[config.mk]
export PLATFORM = sky130hd
export DESIGN_NAME = cu_pipe_stage_flat
export DESIGN_NICKNAME = d
export VERILOG_FILES = /design/src/rtl/simple_risc_pkg.sv /design/src/rtl/cu_pipe_stage_if.sv /design/src/rtl/cu_decode.sv /design/src/rtl/cu_pipe_stage.sv /design/src/flat_wrapper.sv
export SDC_FILE = /design/constraint.sdc
export NUM_CORES = 1
export LEC_CHECK = 0
export ABC_AREA = 1
export ABC_CLOCK_PERIOD_IN_PS = 1800
export CAP_MARGIN = 20
export CORE_AREA = 2 2 110 112
export CTS_CLUSTER_DIAMETER = 100
export CTS_CLUSTER_SIZE = 14
export DETAILED_ROUTE_END_ITERATION = 8
export DIE_AREA = 0 0 112 114
export PLACE_DENSITY_LB_ADDON = 0.08
export SLEW_MARGIN = 15
export SYNTH_ARGS = -nofsm -noshare
export SYNTH_HDL_FRONTEND = slang
export SYNTH_HIERARCHICAL = 1
export SYNTH_SLANG_ARGS = --single-unit
[constraint.sdc]
create_clock -name clk -period 1.8 [get_ports clk]
set_input_delay 0.18 -clock clk [delete_from_list [all_inputs] [get_ports clk]]
set_output_delay 0.18 -clock clk [all_outputs]
set_load 0.1 [all_outputs]
[src/rtl/simple_risc_pkg.sv]
// SimpleRISC decode-stage constants, instruction field positions and control bundle.
// Combinational definitions only; no latency or backpressure of its own.
package simple_risc_pkg;

  localparam int INSTR_W = 32;
  localparam int PC_W    = 32;
  localparam int ALU_W   = 15;
  localparam int CNT_W   = 16;
  localparam logic [3:0] RA_IDX = 4'd15;

  localparam int OPC_HI = 31;
  localparam int OPC_LO = 27;
  localparam int I_BIT  = 26;
  localparam int RD_HI  = 25;
  localparam int RD_LO  = 22;
  localparam int RS1_HI = 21;
  localparam int RS1_LO = 18;
  localparam int RS2_HI = 17;
  localparam int RS2_LO = 14;
  localparam int IMM_HI = 17;
  localparam int IMM_LO = 0;

  localparam logic [4:0] OP_ADD = 5'd0;
  localparam logic [4:0] OP_SUB = 5'd1;
  localparam logic [4:0] OP_MUL = 5'd2;
  localparam logic [4:0] OP_DIV = 5'd3;
  localparam logic [4:0] OP_MOD = 5'd4;
  localparam logic [4:0] OP_CMP = 5'd5;
  localparam logic [4:0] OP_AND = 5'd6;
  localparam logic [4:0] OP_OR  = 5'd7;
  localparam logic [4:0] OP_NOT = 5'd8;
  localparam logic [4:0] OP_MOV = 5'd9;
  localparam logic [4:0] OP_LSL = 5'd10;
  localparam logic [4:0] OP_LSR = 5'd11;
  localparam logic [4:0] OP_ASR = 5'd12;
  localparam logic [4:0] OP_NOP = 5'd13;
  localparam logic [4:0] OP_LD  = 5'd14;
  localparam logic [4:0] OP_ST  = 5'd15;
  localparam logic [4:0] OP_BEQ = 5'd16;
  localparam logic [4:0] OP_BGT = 5'd17;
  localparam logic [4:0] OP_B   = 5'd18;
  localparam logic [4:0] OP_CALL = 5'd19;
  localparam logic [4:0] OP_RET = 5'd20;

  localparam int ALU_ADD = 0;
  localparam int ALU_SUB = 1;
  localparam int ALU_MUL = 2;
  localparam int ALU_DIV = 3;
  localparam int ALU_MOD = 4;
  localparam int ALU_CMP = 5;
  localparam int ALU_AND = 6;
  localparam int ALU_OR  = 7;
  localparam int ALU_NOT = 8;
  localparam int ALU_MOV = 9;
  localparam int ALU_LSL = 10;
  localparam int ALU_LSR = 11;
  localparam int ALU_ASR = 12;

  typedef struct packed {
    logic [ALU_W-1:0] alu;
    logic             isLd;
    logic             isSt;
    logic             isBeq;
    logic             isBgt;
    logic             isUBranch;
    logic             isCall;
    logic             isRet;
    logic             isWb;
    logic             isImmediate;
    logic             illegal;
    logic [3:0]       rd;
    logic [3:0]       rs1;
    logic [3:0]       rs2;
    logic [17:0]      imm;
  } ctrl_t;

endpackage

[src/rtl/cu_pipe_stage_if.sv]
// Fetch-side and execute-side handshake bundle of the decode stage.
// slave is the stage's view, master is the surrounding pipeline's view.
interface cu_pipe_stage_if;
  import simple_risc_pkg::*;

  logic               flush;
  logic               in_valid;
  logic               in_ready;
  logic [INSTR_W-1:0] in_instr;
  logic [PC_W-1:0]    in_pc;
  logic               out_valid;
  logic               out_ready;
  logic [ALU_W-1:0]   out_alu;
  logic               out_isLd;
  logic               out_isSt;
  logic               out_isBeq;
  logic               out_isBgt;
  logic               out_isUBranch;
  logic               out_isCall;
  logic               out_isRet;
  logic               out_isWb;
  logic               out_isImmediate;
  logic               out_illegal;
  logic [3:0]         out_rd;
  logic [3:0]         out_rs1;
  logic [3:0]         out_rs2;
  logic [17:0]        out_imm;
  logic [PC_W-1:0]    out_pc;

  modport slave (
    input  flush, in_valid, in_instr, in_pc, out_ready,
    output in_ready, out_valid, out_alu, out_isLd, out_isSt, out_isBeq, out_isBgt,
           out_isUBranch, out_isCall, out_isRet, out_isWb, out_isImmediate,
           out_illegal, out_rd, out_rs1, out_rs2, out_imm, out_pc
  );

  modport master (
    output flush, in_valid, in_instr, in_pc, out_ready,
    input  in_ready, out_valid, out_alu, out_isLd, out_isSt, out_isBeq, out_isBgt,
           out_isUBranch, out_isCall, out_isRet, out_isWb, out_isImmediate,
           out_illegal, out_rd, out_rs1, out_rs2, out_imm, out_pc
  );

endinterface

[src/rtl/cu_decode.sv]
// Combinational SimpleRISC instruction decoder: fields to ctrl_t plus source-use flags.
// Zero latency, no handshake.
module cu_decode
  import simple_risc_pkg::*;
(
  input  logic [INSTR_W-1:0] instr,
  output ctrl_t              ctrl,
  output logic               useRs1,
  output logic               useRs2
);

  logic [4:0] opc;
  logic       iBit;
  logic       aluOp;

  always_comb begin
    opc    = instr[OPC_HI:OPC_LO];
    iBit   = instr[I_BIT];
    aluOp  = (opc <= OP_ASR);
    ctrl   = '0;
    useRs1 = 1'b0;
    useRs2 = 1'b0;
    ctrl.rd  = instr[RD_HI:RD_LO];
    ctrl.rs1 = instr[RS1_HI:RS1_LO];
    ctrl.rs2 = instr[RS2_HI:RS2_LO];
    ctrl.imm = instr[IMM_HI:IMM_LO];

    if (aluOp) begin
      ctrl.isWb        = (opc != OP_CMP);
      ctrl.isImmediate = iBit;
      useRs1           = (opc != OP_NOT) && (opc != OP_MOV);
      useRs2           = !iBit;
    end

    case (opc)
      OP_ADD: ctrl.alu[ALU_ADD] = 1'b1;
      OP_SUB: ctrl.alu[ALU_SUB] = 1'b1;
      OP_MUL: ctrl.alu[ALU_MUL] = 1'b1;
      OP_DIV: ctrl.alu[ALU_DIV] = 1'b1;
      OP_MOD: ctrl.alu[ALU_MOD] = 1'b1;
      OP_CMP: ctrl.alu[ALU_CMP] = 1'b1;
      OP_AND: ctrl.alu[ALU_AND] = 1'b1;
      OP_OR:  ctrl.alu[ALU_OR]  = 1'b1;
      OP_NOT: ctrl.alu[ALU_NOT] = 1'b1;
      OP_MOV: ctrl.alu[ALU_MOV] = 1'b1;
      OP_LSL: ctrl.alu[ALU_LSL] = 1'b1;
      OP_LSR: ctrl.alu[ALU_LSR] = 1'b1;
      OP_ASR: ctrl.alu[ALU_ASR] = 1'b1;
      OP_NOP: ctrl.isImmediate = iBit;
      OP_LD: begin
        ctrl.alu[ALU_ADD] = 1'b1;
        ctrl.isLd         = 1'b1;
        ctrl.isWb         = 1'b1;
        ctrl.isImmediate  = iBit;
        useRs1            = 1'b1;
      end
      OP_ST: begin
        // store data travels on the rs2 port, so the rd field is read there
        ctrl.alu[ALU_ADD] = 1'b1;
        ctrl.isSt         = 1'b1;
        ctrl.isImmediate  = iBit;
        ctrl.rs2          = instr[RD_HI:RD_LO];
        useRs1            = 1'b1;
        useRs2            = 1'b1;
      end
      OP_BEQ: ctrl.isBeq     = 1'b1;
      OP_BGT: ctrl.isBgt     = 1'b1;
      OP_B:   ctrl.isUBranch = 1'b1;
      OP_CALL: begin
        ctrl.isCall = 1'b1;
        ctrl.isWb   = 1'b1;
        ctrl.rd     = RA_IDX;
      end
      OP_RET: begin
        ctrl.isRet = 1'b1;
        ctrl.rs1   = RA_IDX;
        useRs1     = 1'b1;
      end
      default: ctrl.illegal = 1'b1;
    endcase
  end

endmodule

[src/rtl/cu_pipe_stage.sv]
// Registered decode stage: 1-cycle accept-to-valid, one bubble on load-use, flush wins.
// in_ready drops while the held entry is stalled downstream, on flush, or on a load-use hazard.
module cu_pipe_stage
  import simple_risc_pkg::*;
(
  input  logic              clk,
  input  logic              rst_n,
  cu_pipe_stage_if.slave    bus,
  output logic [CNT_W-1:0]  stall_cnt
);

  ctrl_t           dec;
  ctrl_t           held;
  logic            heldVld;
  logic [PC_W-1:0] heldPc;
  logic            useRs1;
  logic            useRs2;
  logic            hazard;
  logic            accept;

  cu_decode uDecode (
    .instr  (bus.in_instr),
    .ctrl   (dec),
    .useRs1 (useRs1),
    .useRs2 (useRs2)
  );

  // compare against the decoded specifiers so ret (RA) and st (rd as data) are covered
  always_comb begin
    hazard = heldVld && held.isLd && bus.in_valid &&
             ((useRs1 && (dec.rs1 == held.rd)) || (useRs2 && (dec.rs2 == held.rd)));
    bus.in_ready = !bus.flush && !hazard && (!heldVld || bus.out_ready);
    accept = bus.in_valid && bus.in_ready;
  end

  always_ff @(posedge clk or negedge rst_n) begin
    if (!rst_n) begin
      heldVld <= 1'b0;
      held    <= '0;
      heldPc  <= '0;
    end else if (bus.flush) begin
      heldVld <= 1'b0;
    end else if (accept) begin
      heldVld <= 1'b1;
      held    <= dec;
      heldPc  <= bus.in_pc;
    end else if (bus.out_ready) begin
      heldVld <= 1'b0;
    end
  end

  always_ff @(posedge clk or negedge rst_n) begin
    if (!rst_n) begin
      stall_cnt <= '0;
    end else if (hazard && (stall_cnt != '1)) begin
      stall_cnt <= stall_cnt + CNT_W'(1);
    end
  end

  assign bus.out_valid       = heldVld;
  assign bus.out_alu         = held.alu;
  assign bus.out_isLd        = held.isLd;
  assign bus.out_isSt        = held.isSt;
  assign bus.out_isBeq       = held.isBeq;
  assign bus.out_isBgt       = held.isBgt;
  assign bus.out_isUBranch   = held.isUBranch;
  assign bus.out_isCall      = held.isCall;
  assign bus.out_isRet       = held.isRet;
  assign bus.out_isWb        = held.isWb;
  assign bus.out_isImmediate = held.isImmediate;
  assign bus.out_illegal     = held.illegal;
  assign bus.out_rd          = held.rd;
  assign bus.out_rs1         = held.rs1;
  assign bus.out_rs2         = held.rs2;
  assign bus.out_imm         = held.imm;
  assign bus.out_pc          = heldPc;

endmodule
[src/flat_wrapper.sv]
// flat-port wrapper written by rule: the top's interface ports become plain ports
module cu_pipe_stage_flat import simple_risc_pkg::*;
  (clk, rst_n, stall_cnt, bus_flush, bus_in_valid, bus_in_instr, bus_in_pc, bus_out_ready, bus_in_ready, bus_out_valid, bus_out_alu, bus_out_isLd, bus_out_isSt, bus_out_isBeq, bus_out_isBgt, bus_out_isUBranch, bus_out_isCall, bus_out_isRet, bus_out_isWb, bus_out_isImmediate, bus_out_illegal, bus_out_rd, bus_out_rs1, bus_out_rs2, bus_out_imm, bus_out_pc);
  cu_pipe_stage_if bus_i ();
  input  logic clk;
  input  logic rst_n;
  output logic [CNT_W-1:0] stall_cnt;
  input wire logic [$bits(bus_i.flush)-1:0] bus_flush;
  input wire logic [$bits(bus_i.in_valid)-1:0] bus_in_valid;
  input wire logic [$bits(bus_i.in_instr)-1:0] bus_in_instr;
  input wire logic [$bits(bus_i.in_pc)-1:0] bus_in_pc;
  input wire logic [$bits(bus_i.out_ready)-1:0] bus_out_ready;
  output wire logic [$bits(bus_i.in_ready)-1:0] bus_in_ready;
  output wire logic [$bits(bus_i.out_valid)-1:0] bus_out_valid;
  output wire logic [$bits(bus_i.out_alu)-1:0] bus_out_alu;
  output wire logic [$bits(bus_i.out_isLd)-1:0] bus_out_isLd;
  output wire logic [$bits(bus_i.out_isSt)-1:0] bus_out_isSt;
  output wire logic [$bits(bus_i.out_isBeq)-1:0] bus_out_isBeq;
  output wire logic [$bits(bus_i.out_isBgt)-1:0] bus_out_isBgt;
  output wire logic [$bits(bus_i.out_isUBranch)-1:0] bus_out_isUBranch;
  output wire logic [$bits(bus_i.out_isCall)-1:0] bus_out_isCall;
  output wire logic [$bits(bus_i.out_isRet)-1:0] bus_out_isRet;
  output wire logic [$bits(bus_i.out_isWb)-1:0] bus_out_isWb;
  output wire logic [$bits(bus_i.out_isImmediate)-1:0] bus_out_isImmediate;
  output wire logic [$bits(bus_i.out_illegal)-1:0] bus_out_illegal;
  output wire logic [$bits(bus_i.out_rd)-1:0] bus_out_rd;
  output wire logic [$bits(bus_i.out_rs1)-1:0] bus_out_rs1;
  output wire logic [$bits(bus_i.out_rs2)-1:0] bus_out_rs2;
  output wire logic [$bits(bus_i.out_imm)-1:0] bus_out_imm;
  output wire logic [$bits(bus_i.out_pc)-1:0] bus_out_pc;
  assign bus_i.flush = bus_flush;
  assign bus_i.in_valid = bus_in_valid;
  assign bus_i.in_instr = bus_in_instr;
  assign bus_i.in_pc = bus_in_pc;
  assign bus_i.out_ready = bus_out_ready;
  assign bus_in_ready = bus_i.in_ready;
  assign bus_out_valid = bus_i.out_valid;
  assign bus_out_alu = bus_i.out_alu;
  assign bus_out_isLd = bus_i.out_isLd;
  assign bus_out_isSt = bus_i.out_isSt;
  assign bus_out_isBeq = bus_i.out_isBeq;
  assign bus_out_isBgt = bus_i.out_isBgt;
  assign bus_out_isUBranch = bus_i.out_isUBranch;
  assign bus_out_isCall = bus_i.out_isCall;
  assign bus_out_isRet = bus_i.out_isRet;
  assign bus_out_isWb = bus_i.out_isWb;
  assign bus_out_isImmediate = bus_i.out_isImmediate;
  assign bus_out_illegal = bus_i.out_illegal;
  assign bus_out_rd = bus_i.out_rd;
  assign bus_out_rs1 = bus_i.out_rs1;
  assign bus_out_rs2 = bus_i.out_rs2;
  assign bus_out_imm = bus_i.out_imm;
  assign bus_out_pc = bus_i.out_pc;
  cu_pipe_stage u_core (.clk(clk), .rst_n(rst_n), .bus(bus_i), .stall_cnt(stall_cnt));
endmodule
==> flow_metrics.py <==
metrics = {
    "run_status": {
        "outcome": "complete, but fails checks",
        "failed_checks": "setup timing",
    },
    "placement": {
        "gp_congestion": 0.919,
        "post_dp_cell_area_sq_um": 7320,
        "pre_cts_slack_ns": -0.664,
        "hpwl_um": 11000,
        "portBuffers": 173,
    },
    "setup_path": {
        "rr_worst_depth": 13,
        "cp_data_required_time_ns": 1.62,
        "critPathMaxFanout": 4,
        "cp_cell_sequence": "nand2_2 > inv_1 > nor2_1 > nor2_1 > nand3_1 > nand2_2 > buf_6 > a21boi_4 > buf_12",
        "cpMaxStageDelayCell": "dfrtp_4",
        "crit_end": "bus_in_ready",
        "crit_type": "flop to primary output",
        "r2r_slack_ns": 0.02,
        "critPathTopFamily": "flip-flops",
        "cp.depth": 9,
        "cp.arrival_ns": 1.68,
        "worstSetupStartpointType": "flop",
        "timing.rr.end": "u_core/bus.out_pc[28]",
        "crit_path_end_kind": "primary output",
        "worst_path_largest_cell_delay_ns": 0.50,
        "worstPathBufferInverterCount": 3,
        "worstReg2RegStart": "u_core/bus.out_rd[2]",
        "crit_start": "u_core/bus.out_rd[2]",
    },
    "logic_synthesis": {
        "synth_top_area_frac": 0.488,
        "synth_area_leaders": "dfrtp_1, nand2_1, nand4_1",
        "ys.warnings.count": 6,
        "synth_cells": 672,
        "synth-seq-cells": 104,
        "ys_types": 32,
        "synth_seq_area_share": 0.488,
        "syn_area_sq_um": 5330,
        "yosysTopAreaCell": "dfrtp_1",
        "syn_avg_cell_area_sq_um": 7.94,
    },
    "clock_network": {
        "cts_buffers": 9,
        "h-tree-depth": 3,
        "clk_pin_slew_ns": 0.07,
        "cts_tree": "done",
        "insertion_delay_ns": 0.35,
        "cts.sinks": 104,
        "cts-root-buf": "clkbuf_16",
        "clk_path_buf_depth": 2,
    },
    "timing": {
        "setup_ws_ns": -0.0599,
        "finalSetupViolCount": 2,
        "hold_slack_ns": 0.194,
        "hold_viol": 0,
        "max_clock_freq_mhz": 538,
        "maxSlewViolCount": 0,
        "fin_crit_ns": 1.86,
        "finClkSkew_ns": 0.00582,
        "finalCritPeriodShare": 1.03,
        "rsz0062_at_grt": "true",
    },
    "route": {
        "dr_wl_met3_um": 1040,
        "vias_per_cell": 5.17,
        "drt_first_iter_violations": 441,
        "wl_met2_um": 8110,
        "num_vias": 5340,
        "drtPass1Iterations": 5,
        "wl_per_cell_um": 16.2,
        "routed.top_layer": "met4",
        "postRouteAntennaNets": 0,
        "wirelength_um": 16700,
        "routedLengthMet1_um": 7180,
        "drc": 0,
    },
    "pwr": {
        "power_density_nw_per_um2": 989,
        "irDropWorstVdd_mv": 0.862,
        "leakagePower_nw": 4.22,
    },
    "floorplan": {
        "ioPinCount": 174,
        "rows": 40,
        "start_util": 0.455,
        "die_x_um": 112,
        "die_h_um": 114,
        "core_area_sq_um": 11700,
        "die_area_sq_um": 12800,
    },
    "cells_and_area": {
        "n_antenna_cell": 0,
        "layout_commonest_cell": "nand2_1",
        "fillers": 952,
        "drive_gt1_frac": 0.322,
        "final_core_util": 0.698,
        "layout_common_cells": "nand2_1, buf_4, nand4_1, dfrtp_1, clkdlybuf4s50_1",
        "design_area_sq_um": 8180,
        "nNetsFinal": 951,
        "areaGrowthSynthToFinish_pct": 53.3,
    },
    "global_route": {
        "grtUsageTotal": 0.243,
        "grt_start_max_net_pins": 67,
        "antenna_found_initial": 0,
        "grt.overflow.total": 0,
        "grt_pass1_vias": 4988,
        "grt_pass1_wl_um": 25000,
    },
    "min_path": {
        "hp-class": "primary input to flop",
    },
    "flow_run": {
        "maxCapViolCount": 0,
    },
}
## registers in the layout, indices dropped and copies added (netlist names)
| name | cells |
|---|---|
| u_core/bus.out_rd | 4 |
| u_core/bus.out_isUBranch | 1 |
| u_core/stall_cnt | 16 |
| u_core/bus.out_valid | 1 |
| u_core/bus.out_pc | 32 |
| u_core/bus.out_rs2 | 4 |
| u_core/bus.out_isBgt | 1 |
| u_core/bus.out_rs1 | 4 |
| u_core/bus.out_isImmediate | 1 |
| u_core/bus.out_isWb | 1 |
| u_core/bus.out_isBeq | 1 |
| u_core/bus.out_alu | 15 |
| u_core/bus.out_illegal | 1 |
| u_core/bus.out_isLd | 1 |
| u_core/bus.out_isRet | 1 |
| u_core/bus.out_isCall | 1 |
| u_core/bus.out_isSt | 1 |
| u_core/bus.out_imm | 18 |
## cell families after synthesis
kind of cell | count (synthesis) | share of synthesized area
compound gates | 23 | 0.0232
other cells | 1 | 0.000703
fa+ha+maj | 1 | 0.00235
xor+xnor | 12 | 0.0197
simple gates | 423 | 0.364
buf+inv | 108 | 0.102
flops | 104 | 0.488
## synth_stat cells (all sizes together)
cell / count
or2: 4
buf: 43
dfrtp: 104
a21oi: 1
o21ai: 20
xor2: 4
nor3: 5
nand4: 92
inv: 46
and3: 1
nand2: 251
xnor2: 8
o211ai: 1
ha: 1
nand3: 25
conb: 1
a21boi: 1
nor2: 42
clkbuf: 19
nand3b: 3
## stage by stage
step / total power [W] / std cells / setup TNS, ns
after floorplan: 0.00505 / 673 / -0.170
after global placement: 0.00589 / 989 / -64.20
after detailed placement: 0.00592 / 989 / -64.36
after CTS: 0.00803 / 1018 / -0.0567
after global routing: 0.00837 / 1033 / -10.78
final: 0.00809 / 1033 / -0.0606
## tightest hold or removal path, cell delays in order
cell	delay, ns
dlymetal6s2s_1	0.17
nand4_1	0.11
nand2_1	0.05
## how the worst min path moves through the flow
stage / end / startpoint / depth (start not counted)
after CTS: u_core/bus.out_alu[2] / bus_in_instr[29] / 5
after floorplan: u_core/bus.out_alu[0] / rst_n / 0
after global placement: u_core/bus.out_pc[31] / rst_n / 1
after detailed placement: u_core/bus.out_pc[24] / rst_n / 1
after global routing: u_core/bus.out_imm[16] / bus_in_instr[16] / 3
final: u_core/bus.out_imm[16] / bus_in_instr[16] / 3
## power by group
group | leakage [nW] | internal, W | switching [W]
logic | 2.77 | 0.000809 | 0.00247
clock network | 0.144 | 0.00113 | 0.000921
registers | 1.31 | 0.00259 | 0.000164
## repair_timing
item,in CTS,in global routing
hold buffers,1,0
pin swaps,14,10
setup endpoints to repair,105,105
resized for setup,43,29
endpoints found under the hold margin,27,0
setup buffers,12,3
gates cloned,0,13
## layout make-up
cell class / count / area [sq um] / area share
clock buffers: 11 / 243 / 0.0297
clock inverters: 5 / 65.1 / 0.00796
inverters: 46 / 173 / 0.0211
multi-input cells: 461 / 2370 / 0.290
flip-flops and latches: 104 / 2650 / 0.324
well taps: 147 / 184 / 0.0225
repair buffers: 259 / 2490 / 0.305
## per-layer routing
metal / vias up / global-route usage
li1: 2597 / -
met1: 2518 / 0.325
met2: 198 / 0.393
met3: 27 / 0.0436
met4: 0 / 0.104
met5: - / 0
No activity file was read; power rests on OpenSTA's default activity.
